==> config.mk <==
export PLATFORM = sky130hd
export DESIGN_NAME = lock_sequencer_flat
export DESIGN_NICKNAME = d
export VERILOG_FILES = /design/src/rtl/lock_sequencer_if.sv /design/src/rtl/lock_sequencer.sv /design/src/flat_wrapper.sv
export SDC_FILE = /design/constraint.sdc
export NUM_CORES = 1
export LEC_CHECK = 0
export BUFFER_PORTS_ARGS = -buffer_cell sky130_fd_sc_hd__clkbuf_2
export CAP_MARGIN = 20
export CORE_AREA = 5 5 52 54
export CTS_CLUSTER_DIAMETER = 150
export DETAILED_ROUTE_END_ITERATION = 10
export DIE_AREA = 0 0 57 59
export GPL_TIMING_DRIVEN = 0
export PLACE_DENSITY = 0.76
export SYNTH_ARGS = -nofsm -noshare
export SYNTH_HDL_FRONTEND = slang
export SYNTH_SLANG_ARGS = --single-unit
==> constraint.sdc <==
create_clock -name clk -period 5.95 [get_ports clk]
set_clock_uncertainty 0.15 [all_clocks]
set_input_delay 1.4875 -clock clk [delete_from_list [all_inputs] [get_ports clk]]
set_output_delay 1.4875 -clock clk [all_outputs]
set_load 0.01 [all_outputs]
==> src/rtl/lock_sequencer_if.sv <==
// Bus between the pound-lock sequencer and the lock top level: gondola
// requests, gate status, gate open strobes, water movement and status.
interface lock_sequencer_if #(
   parameter int LEVEL_MAX = 8
);

   localparam int LevelW = $clog2(LEVEL_MAX + 1);

   // Gondola requests and gate status into the sequencer
   logic              req_up;
   logic              req_down;
   logic              gate_up_closed;
   logic              gate_down_closed;

   // Gate strobes, water control and status out of the sequencer
   logic              open_up;
   logic              open_down;
   logic              fill;
   logic              drain;
   logic [LevelW-1:0] level;
   logic              busy;
   logic              ack_up;
   logic              ack_down;

   // Lock top level / environment side
   modport master (
      output req_up,
      output req_down,
      output gate_up_closed,
      output gate_down_closed,
      input  open_up,
      input  open_down,
      input  fill,
      input  drain,
      input  level,
      input  busy,
      input  ack_up,
      input  ack_down
   );

   // Sequencer side
   modport slave (
      input  req_up,
      input  req_down,
      input  gate_up_closed,
      input  gate_down_closed,
      output open_up,
      output open_down,
      output fill,
      output drain,
      output level,
      output busy,
      output ack_up,
      output ack_down
   );

endinterface

==> src/rtl/lock_sequencer.sv <==
// Pound-lock chamber sequencer. Serves one gondola at a time through
// IDLE -> PREP -> ENTER -> SHIFT -> EXIT, moving the modeled water level one
// step per cycle only while both gates report closed.
module lock_sequencer #(
   parameter int LEVEL_MAX   = 8,
   parameter int PASS_CYCLES = 4
) (
   input logic             clk,
   input logic             reset,
   lock_sequencer_if.slave bus
);

   localparam int LevelW = $clog2(LEVEL_MAX + 1);
   localparam int CntW   = (PASS_CYCLES > 1) ? $clog2(PASS_CYCLES) : 1;

   localparam logic [LevelW-1:0] LevelTop = LevelW'(LEVEL_MAX);
   localparam logic [CntW-1:0]   CntLast  = CntW'(PASS_CYCLES - 1);

   typedef enum logic [2:0] {
      StIdle,
      StPrep,
      StEnter,
      StShift,
      StExit
   } state_t;

   // Side a gondola enters from; SideUp = upstream (downbound traffic)
   typedef enum logic {
      SideDown = 1'b0,
      SideUp   = 1'b1
   } side_t;

   state_t            stateQ, stateD;
   side_t             dirQ, dirD;
   side_t             lastServedQ, lastServedD;
   logic [LevelW-1:0] levelQ, levelD;
   logic [CntW-1:0]   cntQ, cntD;
   logic              ackUpQ, ackUpD;
   logic              ackDownQ, ackDownD;

   logic [LevelW-1:0] target;
   side_t             grant;
   logic              gatesClosed;
   logic              entryClosed;
   logic              exitClosed;
   logic              moving;
   logic              fillNow;
   logic              drainNow;
   logic              dwellDone;

   assign gatesClosed = bus.gate_up_closed & bus.gate_down_closed;
   assign entryClosed = (dirQ == SideUp) ? bus.gate_up_closed : bus.gate_down_closed;
   assign exitClosed  = (dirQ == SideUp) ? bus.gate_down_closed : bus.gate_up_closed;
   assign dwellDone   = (cntQ == CntLast);

   // Water level the chamber must reach before the next gate may open
   always_comb begin
      target = '0;
      if (stateQ == StPrep) begin
         target = (dirQ == SideUp) ? LevelTop : '0;
      end else if (stateQ == StShift) begin
         target = (dirQ == SideUp) ? '0 : LevelTop;
      end
   end

   // Water moves only in PREP/SHIFT with both gates shut; saturate at the ends
   always_comb begin
      moving   = ((stateQ == StPrep) || (stateQ == StShift)) && gatesClosed;
      fillNow  = moving && (levelQ < target) && (levelQ != LevelTop);
      drainNow = moving && (levelQ > target) && (levelQ != '0);
   end

   // Arbitration between two waiting gondolas
   always_comb begin
      grant = SideDown;
      if (bus.req_up && bus.req_down) begin
         if (levelQ == '0) begin
            grant = SideDown;
         end else if (levelQ == LevelTop) begin
            grant = SideUp;
         end else begin
            grant = (lastServedQ == SideUp) ? SideDown : SideUp;
         end
      end else if (bus.req_up) begin
         grant = SideUp;
      end
   end

   // Next-state logic for the transaction sequence, level and dwell counter
   always_comb begin
      stateD      = stateQ;
      dirD        = dirQ;
      lastServedD = lastServedQ;
      levelD      = levelQ;
      cntD        = cntQ;
      ackUpD      = 1'b0;
      ackDownD    = 1'b0;

      if (fillNow) begin
         levelD = levelQ + 1'b1;
      end else if (drainNow) begin
         levelD = levelQ - 1'b1;
      end

      case (stateQ)
         StIdle: begin
            cntD = '0;
            // The ack cycle itself does not grant; a new grant follows it
            if (!ackUpQ && !ackDownQ && (bus.req_up || bus.req_down)) begin
               dirD        = grant;
               lastServedD = grant;
               stateD      = StPrep;
            end
         end
         StPrep: begin
            if (levelQ == target) begin
               stateD = StEnter;
               cntD   = '0;
            end
         end
         StEnter: begin
            if (dwellDone) begin
               if (entryClosed) begin
                  stateD = StShift;
               end
            end else begin
               cntD = cntQ + 1'b1;
            end
         end
         StShift: begin
            if (levelQ == target) begin
               stateD = StExit;
               cntD   = '0;
            end
         end
         StExit: begin
            if (dwellDone) begin
               if (exitClosed) begin
                  stateD   = StIdle;
                  ackUpD   = (dirQ == SideUp);
                  ackDownD = (dirQ == SideDown);
               end
            end else begin
               cntD = cntQ + 1'b1;
            end
         end
         default: begin
            stateD = StIdle;
         end
      endcase
   end

   // State registers; reset aborts any transaction without an ack
   always_ff @(posedge clk or posedge reset) begin
      if (reset) begin
         stateQ      <= StIdle;
         dirQ        <= SideDown;
         lastServedQ <= SideUp;
         levelQ      <= '0;
         cntQ        <= '0;
         ackUpQ      <= 1'b0;
         ackDownQ    <= 1'b0;
      end else begin
         stateQ      <= stateD;
         dirQ        <= dirD;
         lastServedQ <= lastServedD;
         levelQ      <= levelD;
         cntQ        <= cntD;
         ackUpQ      <= ackUpD;
         ackDownQ    <= ackDownD;
      end
   end

   // Output decode; open strobes only in the first cycle of ENTER/EXIT
   always_comb begin
      bus.open_up   = ((stateQ == StEnter) && (cntQ == '0) && (dirQ == SideUp)) ||
                      ((stateQ == StExit) && (cntQ == '0) && (dirQ == SideDown));
      bus.open_down = ((stateQ == StEnter) && (cntQ == '0) && (dirQ == SideDown)) ||
                      ((stateQ == StExit) && (cntQ == '0) && (dirQ == SideUp));
      bus.fill      = fillNow;
      bus.drain     = drainNow;
      bus.level     = levelQ;
      bus.busy      = (stateQ != StIdle);
      bus.ack_up    = ackUpQ;
      bus.ack_down  = ackDownQ;
   end

endmodule

==> src/flat_wrapper.sv <==
// flat-port wrapper written by rule: the top's interface ports become plain ports
module lock_sequencer_flat 
#(
   parameter int LEVEL_MAX   = 8,
   parameter int PASS_CYCLES = 4
)
  (clk, reset, bus_req_up, bus_req_down, bus_gate_up_closed, bus_gate_down_closed, bus_open_up, bus_open_down, bus_fill, bus_drain, bus_level, bus_busy, bus_ack_up, bus_ack_down);
  lock_sequencer_if #(.LEVEL_MAX(LEVEL_MAX)) bus_i ();
  input logic clk;
  input logic reset;
  input wire logic [$bits(bus_i.req_up)-1:0] bus_req_up;
  input wire logic [$bits(bus_i.req_down)-1:0] bus_req_down;
  input wire logic [$bits(bus_i.gate_up_closed)-1:0] bus_gate_up_closed;
  input wire logic [$bits(bus_i.gate_down_closed)-1:0] bus_gate_down_closed;
  output wire logic [$bits(bus_i.open_up)-1:0] bus_open_up;
  output wire logic [$bits(bus_i.open_down)-1:0] bus_open_down;
  output wire logic [$bits(bus_i.fill)-1:0] bus_fill;
  output wire logic [$bits(bus_i.drain)-1:0] bus_drain;
  output wire logic [$bits(bus_i.level)-1:0] bus_level;
  output wire logic [$bits(bus_i.busy)-1:0] bus_busy;
  output wire logic [$bits(bus_i.ack_up)-1:0] bus_ack_up;
  output wire logic [$bits(bus_i.ack_down)-1:0] bus_ack_down;
  assign bus_i.req_up = bus_req_up;
  assign bus_i.req_down = bus_req_down;
  assign bus_i.gate_up_closed = bus_gate_up_closed;
  assign bus_i.gate_down_closed = bus_gate_down_closed;
  assign bus_open_up = bus_i.open_up;
  assign bus_open_down = bus_i.open_down;
  assign bus_fill = bus_i.fill;
  assign bus_drain = bus_i.drain;
  assign bus_level = bus_i.level;
  assign bus_busy = bus_i.busy;
  assign bus_ack_up = bus_i.ack_up;
  assign bus_ack_down = bus_i.ack_down;
  lock_sequencer #(.LEVEL_MAX(LEVEL_MAX), .PASS_CYCLES(PASS_CYCLES)) u_core (.clk(clk), .reset(reset), .bus(bus_i));
endmodule
==> results.py <==
metrics = {
    "status": {
        "status": "completed",
    },
    "power_and_ir_drop": {
        "p_total_w": 0.000516,
        "power.leakage_nw": 0.512,
        "p_per_area_nw_per_um2": 486,
        "ir_drop_uv": 238,
    },
    "worst_setup_path": {
        "crit_path_start_kind": "flop",
        "critPathKind": "flop to output port",
        "reg2reg_slack_ps": 2840,
        "rr_worst_depth": 11,
        "worst_ep_arrival_time_ps": 2410,
        "end_kind": "output port",
        "r2r_start": "u_core.stateQ[1]$_DFFE_PP0P_",
        "worst-path-max-fanout": 10,
        "r2r_end": "u_core.bus.level[3]$_DFFE_PP0P_",
        "required_ps": 4310,
    },
    "logic_synthesis": {
        "ys_async_sr_fraction_pct": 100,
        "yosys_warnings": 0,
        "synth_seq_area_share_pct": 35.5,
        "synth.distinct_cells": 38,
        "synth_commonest_cells": "dfrtp_1, nand2_1, nor2_1",
        "syn_area_per_cell_um2": 9.12,
        "synth_cells": 101,
        "synth.most_common_cell": "dfrtp_1",
        "synth_edf_count": 0,
        "synth.top_cell.area_share_pct": 32.6,
        "yosysTopAreaCell": "dfrtp_1",
        "syn_area_um2": 921,
        "synth_seq_cells": 13,
        "syn-num-nets": 113,
        "synth_ff_type": "dfrtp_1",
        "synth_area_leaders": "dfrtp_1, ha_1, xor2_1",
    },
    "layout": {
        "fin_nets": 134,
        "drive_gt1_share_pct": 22.3,
        "fillerInstances": 234,
        "finalNonFillerCells": 149,
        "n_antenna_cell": 0,
        "syn2layout_area_growth_pct": 15.4,
    },
    "routing": {
        "wl_per_cell_um": 12.3,
        "drt_pass1_iterations": 4,
        "antenna_left": 0,
        "avgViaCountPerCell": 5.24,
        "drtIter0Drc": 6,
        "vias": 781,
        "wirelength_um": 1840,
        "route.detailed.drc": 0,
    },
    "sta": {
        "hold_viol": 0,
        "period_share_pct": 68.1,
        "max_freq_ghz": 0.247,
        "slew_headroom_pct": 58.9,
        "worst_pin_slew_ps": 612,
        "slew_violations": 0,
        "finalSetupViolations": 0,
        "finalCriticalPeriod_ps": 4050,
        "fin_tns_setup_ps": 0,
        "rsz0062_at_grt": "false",
    },
    "global_route": {
        "top_usage_layer": "met2",
        "grt_pass1_wl_um": 3240,
        "grt-ovfl-total": 0,
        "grtUsageTotal_pct": 12.2,
        "grtUsageMet1_pct": 15.3,
        "antenna_found_initial": 0,
        "grt_max_degree": 14,
        "met2_usage_pct": 20.6,
        "grt_pass1_vias": 772,
        "use_met3_pct": 2.40,
    },
    "clocking": {
        "htree_levels": 1,
        "clk_pin_slew_ps": 90,
        "cts.sinks": 13,
        "cts_buffers": 3,
        "cts_tree": "done",
        "root_buffer": "clkbuf_4",
        "clockBufferDepth": 2,
        "cts_resized": 0,
        "cts_setup_buffers": 0,
        "cts_hold_buf": 0,
        "insertion_delay_ps": 280,
    },
    "die": {
        "die_w_um": 57,
        "die_y_um": 59,
        "rows": 17,
        "ios": 17,
        "die-area_um2": 3360,
        "core_area_um2": 2170,
        "initial_core_util_pct": 42.4,
    },
    "placed_design": {
        "place_congestion": 0.818,
        "port_buffers": 16,
        "hpwl_um": 1480,
        "place_inst": 145,
    },
    "hold_path": {
        "min_to": "u_core.lastServedQ$_DFFE_PP1P_",
        "hold_depth": 1,
        "min_from": "u_core.lastServedQ$_DFFE_PP1P_",
        "hold_path.class": "flop to flop",
    },
    "run": {
        "cap_violations": 0,
    },
}
-- registers in the layout, summed over array words and instances, names as in the netlist --
register and count:
u_core.bus.ack_up 1, u_core.bus.ack_down 1, u_core.cntQ 2, u_core.dirQ 1, u_core.bus.level 4, u_core.stateQ 3, u_core.lastServedQ 1
-- layout make-up --
class / count / area [um^2] / area share, %
flip-flops and latches: 13 / 327 / 30.7
plain buffers: 5 / 20.0 / 1.88
repair buffers: 16 / 80.1 / 7.54
inverters: 6 / 22.5 / 2.12
multi-input cells: 77 / 552 / 51.9
well taps: 28 / 35.0 / 3.30
clock buffers: 4 / 26.3 / 2.47
-- cells in the final DEF, fill, tap and decap left out, types with 4 or more instances in the layout --
cell type | Yosys | layout
clkbuf_2 | 0 | 16
dfrtp_1 | 12 | 12
nand2_1 | 9 | 9
nor2_1 | 8 | 8
inv_1 | 6 | 6
clkbuf_1 | 4 | 5
nor3_1 | 5 | 5
ha_1 | 5 | 5
a21oi_1 | 4 | 4
xor2_1 | 4 | 4
-- power breakdown --
group,internal (W),switching [W]
sequential,0.000124,0.0000345
clock,0.0000260,0.0000298
combinational,0.000137,0.000165
total,0.000287,0.000230
-- layer usage --
layer | share of wire (%) | routed length [um] | vias to the layer above
met5 | 0 | 0 | -
li1 | - | - | 397
met2 | 50 | 915 | 14
met4 | 0.65 | 12 | 0
met1 | 45 | 831 | 368
met3 | 4.3 | 79 | 2
-- critical path: stages, from the launching register on --
cell and delay [ps]:
dfrtp_1 340, clkbuf_1 320, nor2b_1 120, and2_1 160, ha_1 300, or4b_4 220, nand2_2 80, a2111oi_0 390
clkbuf_2 210
-- metrics by stage --
step,hold slack [ps],worst slack (ps),utilization (%),cell area (um^2)
floorplan,340,2120,-,921
global placement,351,2010,47.8,1040
detailed placement,359,1990,47.8,1040
CTS,370,1860,49.0,1060
global route,382,1570,49.0,1060
finish,364,1900,49.0,1060
-- kinds of logic after synthesis --
family,after synthesis,share of synthesized area [%]
and+or+nand+nor,42,25.3
AOI/OAI and AO/OA,19,14.3
DFF,13,35.5
buffers and inverters,11,4.62
muxes,6,7.61
adders and majority gates,6,8.97
xor gates and xnor gates,4,3.80
-- how the worst max path moves through the flow --
stage | cells after the start | startpoint | slack (ps) | endpoint
5_1_grt | 8 | u_core.stateQ[2]$_DFFE_PP0P_ | 1570 | bus_drain
3_5_place_dp | 5 | bus_gate_up_closed | 1990 | bus_fill
2_1_floorplan | 2 | bus_gate_up_closed | 2120 | bus_drain
6_report | 8 | u_core.stateQ[2]$_DFFE_PP0P_ | 1900 | bus_drain
3_3_place_gp | 5 | bus_gate_up_closed | 2010 | bus_fill
4_1_cts | 8 | u_core.dirQ$_DFFE_PP0P_ | 1860 | bus_drain
No activity file was read; power rests on OpenSTA's default activity.
